$ cat src/rtl/dac_frame_pkg.sv
// -----------------------------------------------------------------------------
// dac_frame_pkg
// Shared definitions for the DAC frame decoder: frame field offsets, command
// encodings, address codes, report FSM state encoding and a channel-select
// helper. Imported by dac_frame_decoder and dac_report_tx.
// -----------------------------------------------------------------------------
package dac_frame_pkg;

  // Frame layout: [23:22] ignored, [21:19] cmd, [18:16] addr, [15:0] data
  localparam int FRAME_W  = 24;
  localparam int CMD_MSB  = 21;
  localparam int CMD_LSB  = 19;
  localparam int ADDR_MSB = 18;
  localparam int ADDR_LSB = 16;
  localparam int DATA_MSB = 15;
  localparam int DATA_LSB = 0;
  localparam int DATA_W   = DATA_MSB - DATA_LSB + 1;

  typedef enum logic [2:0] {
    CMD_WRITE_IR        = 3'd0,  // IR[addr] <= data
    CMD_UPDATE_DR       = 3'd1,  // DR[addr] <= IR[addr]
    CMD_WRITE_UPDATE_ALL = 3'd2, // IR[addr] <= data, then DR <= IR for all
    CMD_WRITE_BOTH      = 3'd3,  // IR[addr], DR[addr] <= data
    CMD_NOP4            = 3'd4,
    CMD_SW_RESET        = 3'd5,  // data[0]=1 resets, data[0]=0 is a no-op
    CMD_LDAC_MASK       = 3'd6,  // mask <= data[3:0]
    CMD_NOP7            = 3'd7
  } cmd_e;

  // Address codes: 0..3 are channels A..D, 7 selects all, 4..6 select none
  localparam logic [2:0] ADDR_CH_A = 3'd0;
  localparam logic [2:0] ADDR_ALL  = 3'd7;

  // Report FSM state encoding
  localparam logic [1:0] ST_IDLE = 2'd0;
  localparam logic [1:0] ST_ID   = 2'd1;
  localparam logic [1:0] ST_HI   = 2'd2;
  localparam logic [1:0] ST_LO   = 2'd3;

  // Report ID byte is the ASCII channel letter
  localparam logic [7:0] ID_CHAR_BASE = 8'h41;

  // True when address code 'addr' selects channel 'ch'
  function automatic logic chan_hit(input logic [2:0] addr, input int ch);
    return (addr == ADDR_ALL) || (addr == ADDR_CH_A + 3'(ch));
  endfunction

endpackage

$ cat src/rtl/dac_report_tx.sv
// -----------------------------------------------------------------------------
// dac_report_tx
// Byte-report engine. Keeps a pending set of channels whose DAC register
// changed, pops the lowest pending channel when idle and sends three bytes:
// "A"+ch, DR[15:8], DR[7:0] (value latched at pop). Each byte is strobed for
// one cycle once tx_busy is low, followed by one idle gap cycle.
//
// Ports:
//   clk, rst_n   clock, asynchronous active-low reset
//   flush        software reset: empty pending set, clear overflow, abort report
//   chg          per-channel "DR changes on this edge" flags
//   dr           current DAC registers (sampled at pop)
//   tx_busy      UART transmitter busy
//   tx_data      report byte, held until the next strobe
//   new_tx_data  one-cycle strobe, tx_data valid
//   overflow     sticky: a change hit a channel that was already pending
// -----------------------------------------------------------------------------
module dac_report_tx
  import dac_frame_pkg::*;
#(
  parameter int NUM_CH = 4
) (
  input  logic                           clk,
  input  logic                           rst_n,
  input  logic                           flush,
  input  logic [NUM_CH-1:0]              chg,
  input  logic [NUM_CH-1:0][DATA_W-1:0]  dr,
  input  logic                           tx_busy,
  output logic [7:0]                     tx_data,
  output logic                           new_tx_data,
  output logic                           overflow
);

  localparam int CH_W = (NUM_CH > 1) ? $clog2(NUM_CH) : 1;

  logic [NUM_CH-1:0] pend_q;
  logic [NUM_CH-1:0] pop_sel;
  logic [CH_W-1:0]   pop_idx;
  logic [1:0]        state_q;
  logic [1:0]        state_next;
  logic              sent_q;      // current byte already strobed; next cycle is the gap
  logic [CH_W-1:0]   ch_q;
  logic [DATA_W-1:0] val_q;
  logic [7:0]        tx_byte;

  // Lowest pending channel, only offered while idle. Scanning downward lets
  // the lowest index win.
  always_comb begin
    pop_sel = '0;
    pop_idx = '0;
    if (state_q == ST_IDLE) begin
      for (int i = NUM_CH - 1; i >= 0; i--) begin
        if (pend_q[i]) begin
          pop_sel    = '0;
          pop_sel[i] = 1'b1;
          pop_idx    = CH_W'(i);
        end
      end
    end
  end

  always_comb begin
    tx_byte    = ID_CHAR_BASE + 8'(ch_q);
    state_next = ST_IDLE;
    case (state_q)
      ST_ID: state_next = ST_HI;
      ST_HI: begin
        tx_byte    = val_q[15:8];
        state_next = ST_LO;
      end
      ST_LO: tx_byte = val_q[7:0];
      default: ;
    endcase
  end

  always_ff @(posedge clk or negedge rst_n) begin
    if (!rst_n) begin
      pend_q      <= '0;
      overflow    <= 1'b0;
      state_q     <= ST_IDLE;
      sent_q      <= 1'b0;
      ch_q        <= '0;
      val_q       <= '0;
      tx_data     <= '0;
      new_tx_data <= 1'b0;
    end else begin
      new_tx_data <= 1'b0;
      if (flush) begin
        pend_q   <= '0;
        overflow <= 1'b0;
        state_q  <= ST_IDLE;
        sent_q   <= 1'b0;
      end else begin
        // A channel popped this cycle is no longer pending, so a change on
        // the same edge re-queues it without counting as overflow.
        pend_q <= (pend_q & ~pop_sel) | chg;
        if (|(pend_q & ~pop_sel & chg)) overflow <= 1'b1;

        if (state_q == ST_IDLE) begin
          if (|pop_sel) begin
            ch_q    <= pop_idx;
            val_q   <= dr[pop_idx];
            state_q <= ST_ID;
          end
        end else if (sent_q) begin
          sent_q  <= 1'b0;
          state_q <= state_next;
        end else if (!tx_busy) begin
          new_tx_data <= 1'b1;
          tx_data     <= tx_byte;
          sent_q      <= 1'b1;
        end
      end
    end
  end

endmodule

$ cat src/rtl/dac_frame_decoder.sv
// -----------------------------------------------------------------------------
// dac_frame_decoder
// Decodes 24-bit DAC command frames into per-channel input registers (IR),
// DAC registers (DR) and LDAC mask bits; a falling edge on ldac_n copies
// IR to DR for unmasked channels. Optional byte reports of DR changes are
// compiled in with macro DAC_FRAME_REPORT_EN; without it tx_data,
// new_tx_data and overflow are tied to 0 and tx_busy is ignored.
//
// Ports:
//   clk, rst_n    clock, asynchronous active-low reset
//   data_mosi     received frame, valid with new_frame
//   new_frame     one-cycle strobe, frame complete
//   ldac_n        load-DAC pin (synchronous), acts on its falling edge
//   rd_ch, rd_val combinational readback of DR[rd_ch]
//   tx_data, new_tx_data, tx_busy  report byte stream to a UART
//   overflow      sticky, a report was dropped
// -----------------------------------------------------------------------------
module dac_frame_decoder
  import dac_frame_pkg::*;
#(
  parameter int NUM_CH = 4
) (
  input  logic                clk,
  input  logic                rst_n,
  input  logic [FRAME_W-1:0]  data_mosi,
  input  logic                new_frame,
  input  logic                ldac_n,
  input  logic [1:0]          rd_ch,
  output logic [DATA_W-1:0]   rd_val,
  output logic [7:0]          tx_data,
  output logic                new_tx_data,
  input  logic                tx_busy,
  output logic                overflow
);

  cmd_e              cmd;
  logic [2:0]        addr;
  logic [DATA_W-1:0] data;
  logic [1:0]        unused_frame_bits;

  assign cmd               = cmd_e'(data_mosi[CMD_MSB:CMD_LSB]);
  assign addr              = data_mosi[ADDR_MSB:ADDR_LSB];
  assign data              = data_mosi[DATA_MSB:DATA_LSB];
  assign unused_frame_bits = data_mosi[FRAME_W-1:CMD_MSB+1];

  logic [NUM_CH-1:0][DATA_W-1:0] ir_q, ir_d, dr_q, dr_d;
  logic [NUM_CH-1:0]             mask_q, mask_d;
  logic [NUM_CH-1:0]             touched;   // channels owned by this frame
  logic                          ldac_q;
  logic                          ldac_fall;
  logic                          soft_rst;

  assign ldac_fall = ldac_q & ~ldac_n;

  // NOTE: every output of this block gets a default first, so no path leaves
  // a variable unassigned and no latch is inferred.
  always_comb begin
    ir_d     = ir_q;
    dr_d     = dr_q;
    mask_d   = mask_q;
    touched  = '0;
    soft_rst = 1'b0;

    if (new_frame) begin
      case (cmd)
        CMD_WRITE_IR: begin
          for (int i = 0; i < NUM_CH; i++) begin
            if (chan_hit(addr, i)) begin
              ir_d[i]    = data;
              touched[i] = 1'b1;
            end
          end
        end
        CMD_UPDATE_DR: begin
          for (int i = 0; i < NUM_CH; i++) begin
            if (chan_hit(addr, i)) begin
              dr_d[i]    = ir_q[i];
              touched[i] = 1'b1;
            end
          end
        end
        CMD_WRITE_UPDATE_ALL: begin
          // Every DR loads, and the addressed IR passes its new value through.
          for (int i = 0; i < NUM_CH; i++) begin
            if (chan_hit(addr, i)) ir_d[i] = data;
            dr_d[i] = ir_d[i];
          end
          touched = '1;
        end
        CMD_WRITE_BOTH: begin
          for (int i = 0; i < NUM_CH; i++) begin
            if (chan_hit(addr, i)) begin
              ir_d[i]    = data;
              dr_d[i]    = data;
              touched[i] = 1'b1;
            end
          end
        end
        CMD_SW_RESET:  soft_rst = data[0];
        CMD_LDAC_MASK: mask_d   = data[NUM_CH-1:0];
        default: ;
      endcase
    end

    // LDAC copy for channels the frame does not own; the frame wins on overlap.
    if (ldac_fall) begin
      for (int i = 0; i < NUM_CH; i++) begin
        if (!touched[i] && !mask_q[i]) dr_d[i] = ir_q[i];
      end
    end

    if (soft_rst) begin
      ir_d   = '0;
      dr_d   = '0;
      mask_d = '0;
    end
  end

  // NOTE: the channel registers are a handful of flops rather than a RAM,
  // so they take the asynchronous reset like any other state.
  always_ff @(posedge clk or negedge rst_n) begin
    if (!rst_n) begin
      ir_q   <= '0;
      dr_q   <= '0;
      mask_q <= '0;
      ldac_q <= 1'b1;
    end else begin
      // NOTE: non-blocking assignments so every register samples the
      // pre-edge values, independent of statement order.
      ir_q   <= ir_d;
      dr_q   <= dr_d;
      mask_q <= mask_d;
      ldac_q <= ldac_n;
    end
  end

  assign rd_val = dr_q[rd_ch];

`ifdef DAC_FRAME_REPORT_EN
  logic [NUM_CH-1:0] chg;

  // A software reset zeroes DR but flushes the queue, so it raises no reports.
  always_comb begin
    chg = '0;
    for (int i = 0; i < NUM_CH; i++) begin
      chg[i] = !soft_rst && (dr_d[i] != dr_q[i]);
    end
  end

  dac_report_tx #(
    .NUM_CH (NUM_CH)
  ) u_report (
    .clk         (clk),
    .rst_n       (rst_n),
    .flush       (soft_rst),
    .chg         (chg),
    .dr          (dr_q),
    .tx_busy     (tx_busy),
    .tx_data     (tx_data),
    .new_tx_data (new_tx_data),
    .overflow    (overflow)
  );
`else
  logic unused_tx_busy;

  assign unused_tx_busy = tx_busy;
  assign tx_data        = '0;
  assign new_tx_data    = 1'b0;
  assign overflow       = 1'b0;
`endif

endmodule

$ cat config.mk
export PLATFORM = sky130hd
export DESIGN_NAME = dac_frame_decoder
export DESIGN_NICKNAME = d
export VERILOG_FILES = /design/src/rtl/dac_frame_pkg.sv /design/src/rtl/dac_report_tx.sv /design/src/rtl/dac_frame_decoder.sv
export SDC_FILE = /design/constraint.sdc
export NUM_CORES = 1
export LEC_CHECK = 0
export ABC_CLOCK_PERIOD_IN_PS = 2210
export CAP_MARGIN = 20
export CELL_PAD_IN_SITES_DETAIL_PLACEMENT = 0
export CELL_PAD_IN_SITES_GLOBAL_PLACEMENT = 1
export CORE_MARGIN = 10
export CORE_UTILIZATION = 30
export DETAILED_ROUTE_END_ITERATION = 16
export PLACE_DENSITY_LB_ADDON = 0.1
export SYNTH_ARGS = -nofsm -noshare
export SYNTH_HDL_FRONTEND = slang
export SYNTH_SLANG_ARGS = --single-unit
$ cat constraint.sdc
create_clock -name clk -period 2.21 [get_ports clk]
set_clock_uncertainty 0.15 [all_clocks]
set_input_delay 0.442 -clock clk [delete_from_list [all_inputs] [get_ports clk]]
set_output_delay 0.442 -clock clk [all_outputs]
set_load 0.005 [all_outputs]
# Word level (Yosys, flattened, before mapping)

Cells that the tools add are included.

Register bits: 133
Logic and storage cells: 83
Input port bits: 31

Eq/ne operators: 9
Reductions and logical operators: 25
Magnitude comparators: 1
Muxes and demuxes: 36
Bitwise operators: 2

Operator list:

| operator             | count |
|---|---|
| $mux W64             | 6 |
| $mux W16             | 17 |
| $pmux W64 S3         | 1 |
| $bmux W16 S2         | 1 |
| $mux W4              | 4 |
| $eq A3 B2 Y1 const B | 4 |
| $eq A3 B3 Y1 const B | 3 |
| $logic_not A1 Y1     | 8 |
| $pmux W4 S2          | 1 |
| $eq A3 B1 Y1 const B | 2 |
| $logic_not A3 Y1     | 2 |
| $mux W1              | 6 |
| $reduce_bool A2 Y1   | 3 |
| $reduce_or A3 Y1     | 2 |
| $logic_and A1 B1 Y1  | 4 |
| $logic_or A1 B1 Y1   | 4 |
| $reduce_and A2 Y1    | 2 |
| $lt A2 B3 Y1 const B | 1 |
| $and A1 B1 Y1        | 1 |
| $not A1 Y1           | 1 |

# Depth between registers and ports, before layout

Word-level depth: 10
Gate-level depth with buffers: 8
Gate-level depth less buffers: 5

# Least setup slack after synthesis

Ideal clock, no wire load.

Kind: input to output
Start point: input port rd_ch[0]
End point: output port rd_val[10]
Setup slack: -0.076 ns
Buffers on the path: 2
Stages on the path: 3
Arrival: 1.694 ns
Cell sequence: clkbuf_1 > buf_2 > mux4_2

Longest elaborated chain between the ends: 2

RTL lines:

| item                           | RTL line                 | RTL |
|---|---|---|
| start: declaration             | dac_frame_decoder.sv:28  | `input logic [1:0] rd_ch,` |
| $bmux W16 S2                   | dac_frame_decoder.sv:137 | `assign rd_val = dr_q[rd_ch];` |
| $mux W16 (implied by the code) | dac_frame_decoder.sv:137 |  |
| end: declaration               | dac_frame_decoder.sv:29  | `output logic [DATA_W-1:0] rd_val,` |

Every way passes these cells. The select of a mux whose other input is x is not followed.

# Final worst setup path

Start point: input port rd_ch[1]
End point: output port rd_val[7]

The elaborated chain is that of the path after synthesis.

==> results.toml <==
[clock_network]
clk_pin_slew_ns = 0.06
h-tree-depth = 4
clockBufferDepth = 2
cts_made_buffers = 17
cts_sinks = 133
insertion_delay_ns = 0.43
cts_root_buf = "clkbuf_16"
tritoncts = "built"

[power]
p_leak_nw = 4.67
p_per_area_nw_per_um2 = 768
peakVddDrop_uv = 546

[sta]
worst_pin_slew_ns = 0.598
period_share_pct = 98.4
final_hold_viol_count = 0
fin_crit_ns = 2.17
fmax_mhz = 460
drv_slew = 0
relSlewSlack_pct = 60.0
setup_viol = 0
fin_setup_tns_ns = 0
rsz0062_at_grt = "no"
whs_ns = 0.331

[placement]
place.port_buffers = 43
gp_congestion = 0.848
post_dp_cell_area_um2 = 10200
place_inst = 1391
post-dp-hpwl_mm = 21.5

[min_path]
hold_path_class = "flop to flop"

[floorplanning]
die_h_um = 188
dieArea_um2 = 35400
initial_core_util_pct = 30.4
core.rowCount = 61
core_um2 = 27900
ios = 57
die_w_um = 188

[critical_path]
cp_num_buf_inv = 3
worstPathArrival_ns = 1.58
critPathTopFamily = "buffers and inverters"
critPathKind = "primary input to primary output"
slowest_stage = "bufbuf_16"
crit_path_end_kind = "primary output"
slowest_delay_ns = 0.31
path_cells = "clkdlybuf4s18_2 > bufbuf_16 > mux4_2 > dlygate4sd2_1"
start_kind = "primary input"
cp.required_ns = 1.62
crit_fanout = 8

[synth]
synthArstFlopShare_pct = 100
synthCells = 941
yosysWarnings = 0
syn_area_um2 = 8470
yosysSeqAreaShare_pct = 39.3
yosys_most_used_dff = "dfrtp_1"
syn_avg_cell_area_um2 = 9.00
synth_edf_count = 0
yosys-top-cells-area = "dfrtp_1 39%, nand3_1 7.6%, mux2_2 5.8%"
ys_ff_latch = 133
yosysTopAreaCellShare_pct = 39.0
synth_cell_types = 52
yosys.area.top_type = "dfrtp_1"

[global_routing]
grt_pass1_vias = 7703
grtUsageTotal_pct = 17.7
antenna_found_initial = 0
grt_max_degree = 47
overflow = 0
grt_pass1_wl_mm = 49.4

[route]
via_count = 7803
wirelength_mm = 31.6
viasPerCell = 5.39
drtAntennaViolNets = 0
drtIter0Drc = 470
wl_per_cell_um = 21.8
drc = 0
firstDrtPassIters = 5

[cells_and_area]
final_cells = 1448
num-nets-final = 1088
antennaDiodeCount = 0
area_growth_pct = 32.2
fin_area_um2 = 11200
drive_above_1_share_pct = 28.2

[job]
drv_cap = 0

[outcome]
status = "complete, no violations"
[synth_stat cells (3+ instances only)]
| master | n |
|---|---|
| buf_1 | 3 |
| a31oi_1 | 35 |
| a221oi_1 | 4 |
| nand2b_1 | 6 |
| a32oi_1 | 15 |
| o2bb2ai_1 | 14 |
| inv_1 | 22 |
| a221o_1 | 32 |
| or2_2 | 4 |
| nor3_1 | 7 |
| o21ai_0 | 49 |
| dfrtp_1 | 132 |
| mux4_2 | 16 |
| o221ai_1 | 15 |
| o211ai_1 | 15 |
| a22oi_1 | 15 |
| mux2i_1 | 22 |
| nor2_1 | 29 |
| buf_2 | 24 |
| buf_6 | 3 |
| buf_4 | 15 |
| nand2_1 | 122 |
| clkbuf_1 | 67 |
| mux2_2 | 44 |
| nand3_1 | 128 |
| nor2b_1 | 5 |
| a21oi_1 | 66 |
[where the power goes]
part	switching [mW]	leakage (nW)	internal (mW)	total, mW
Clock	1.27	0.294	1.72	2.99
Combinational	1.05	2.63	1.16	2.21
Sequential	0.483	1.75	2.92	3.40
Total	2.80	4.67	5.81	8.60
[repair_timing]
action                                  CTS  global route
hold endpoints to repair                 40             0
endpoints found under the setup margin   94           131
pin swaps                                 1             5
hold buffers                              1             0
setup buffers                            18             2
resized for setup                        59            27
gates cloned                              4             1
[per-layer routing]
layer	track usage [%]	part of all wire [%]	vias up
li1	-	-	3742
met1	25.3	49	3863
met2	27.9	47	186
met3	2.41	3.8	12
met4	3.08	0.63	0
met5	0	0	-
[flip-flops by register name, summed over array words and instances (netlist names)]
register,cells
ir_q,64
dr_q,64
mask_q,4
ldac_q,1
[metrics by stage]
stage               util (%)  total power [mW]  setup WS (ns)
CTS                     40.1              8.67       -0.00125
finish                  40.2              8.60         0.0352
floorplan                  -              4.55        -0.0165
global route            40.2              9.08        0.00114
global placement        36.7              5.50         -0.693
detailed placement      36.8              5.52         -0.595
[worst register-to-register path, delay by kind of cell (launching register included)]
kind                   cells  cell delay [ns]
buffers and inverters      3             0.50
AOI/OAI and AO/OA          4             0.74
DFF                        1             0.52
and+or+nand+nor            1             0.10
[cell usage in the layout, fill, tap and decap left out, types with 19 or more instances in the layout]
cell type        synthesis  layout
a21oi_1                 66      65
dfrtp_1                132     132
a31oi_1                 35      34
buf_4                   15     118
nand3_1                128     128
mux2i_1                 22      21
inv_1                   22      22
mux2_2                  44      44
nand2_1                122     122
o21ai_0                 49      48
nor2_1                  29      28
a221o_1                 32      32
buf_12                   0      28
clkdlybuf4s50_1          0      19
[final timing paths]
check	startpoint	endpoint	slack, ns	cells after the start
worst max-delay path	rd_ch[1]	rd_val[7]	0.04	4
worst min-delay path	ir_q[51]$_DFFE_PN0P_	dr_q[51]$_DFF_PN0_	0.33	1
worst max register to register	ldac_q$_DFF_PN1_	dr_q[43]$_DFF_PN0_	0.09	8
worst min register to register	ir_q[51]$_DFFE_PN0P_	dr_q[51]$_DFF_PN0_	0.33	1
max in group asynchronous	rst_n	ldac_q$_DFF_PN1_	0.89	3
min in group asynchronous	rst_n	ir_q[48]$_DFFE_PN0P_	0.39	2
[cell families after synthesis]
group,after synthesis,share of synthesized area (%)
compound gates,275,23.3
xor+xnor,2,0.295
buf+inv,134,7.22
flops,133,39.3
mux,82,12.7
other cells,1,0.0443
simple gates,314,17.1
[final cells by class]
class,instances,area (um2)
fill,2783,16700
multi-input combinational,683,4690
sequential,133,3330
timing repair buffer,200,2030
tap,378,473
clock buffer,18,439
clock inverter,14,163
inverter,22,82.6
No activity file was read; power rests on OpenSTA's default activity.
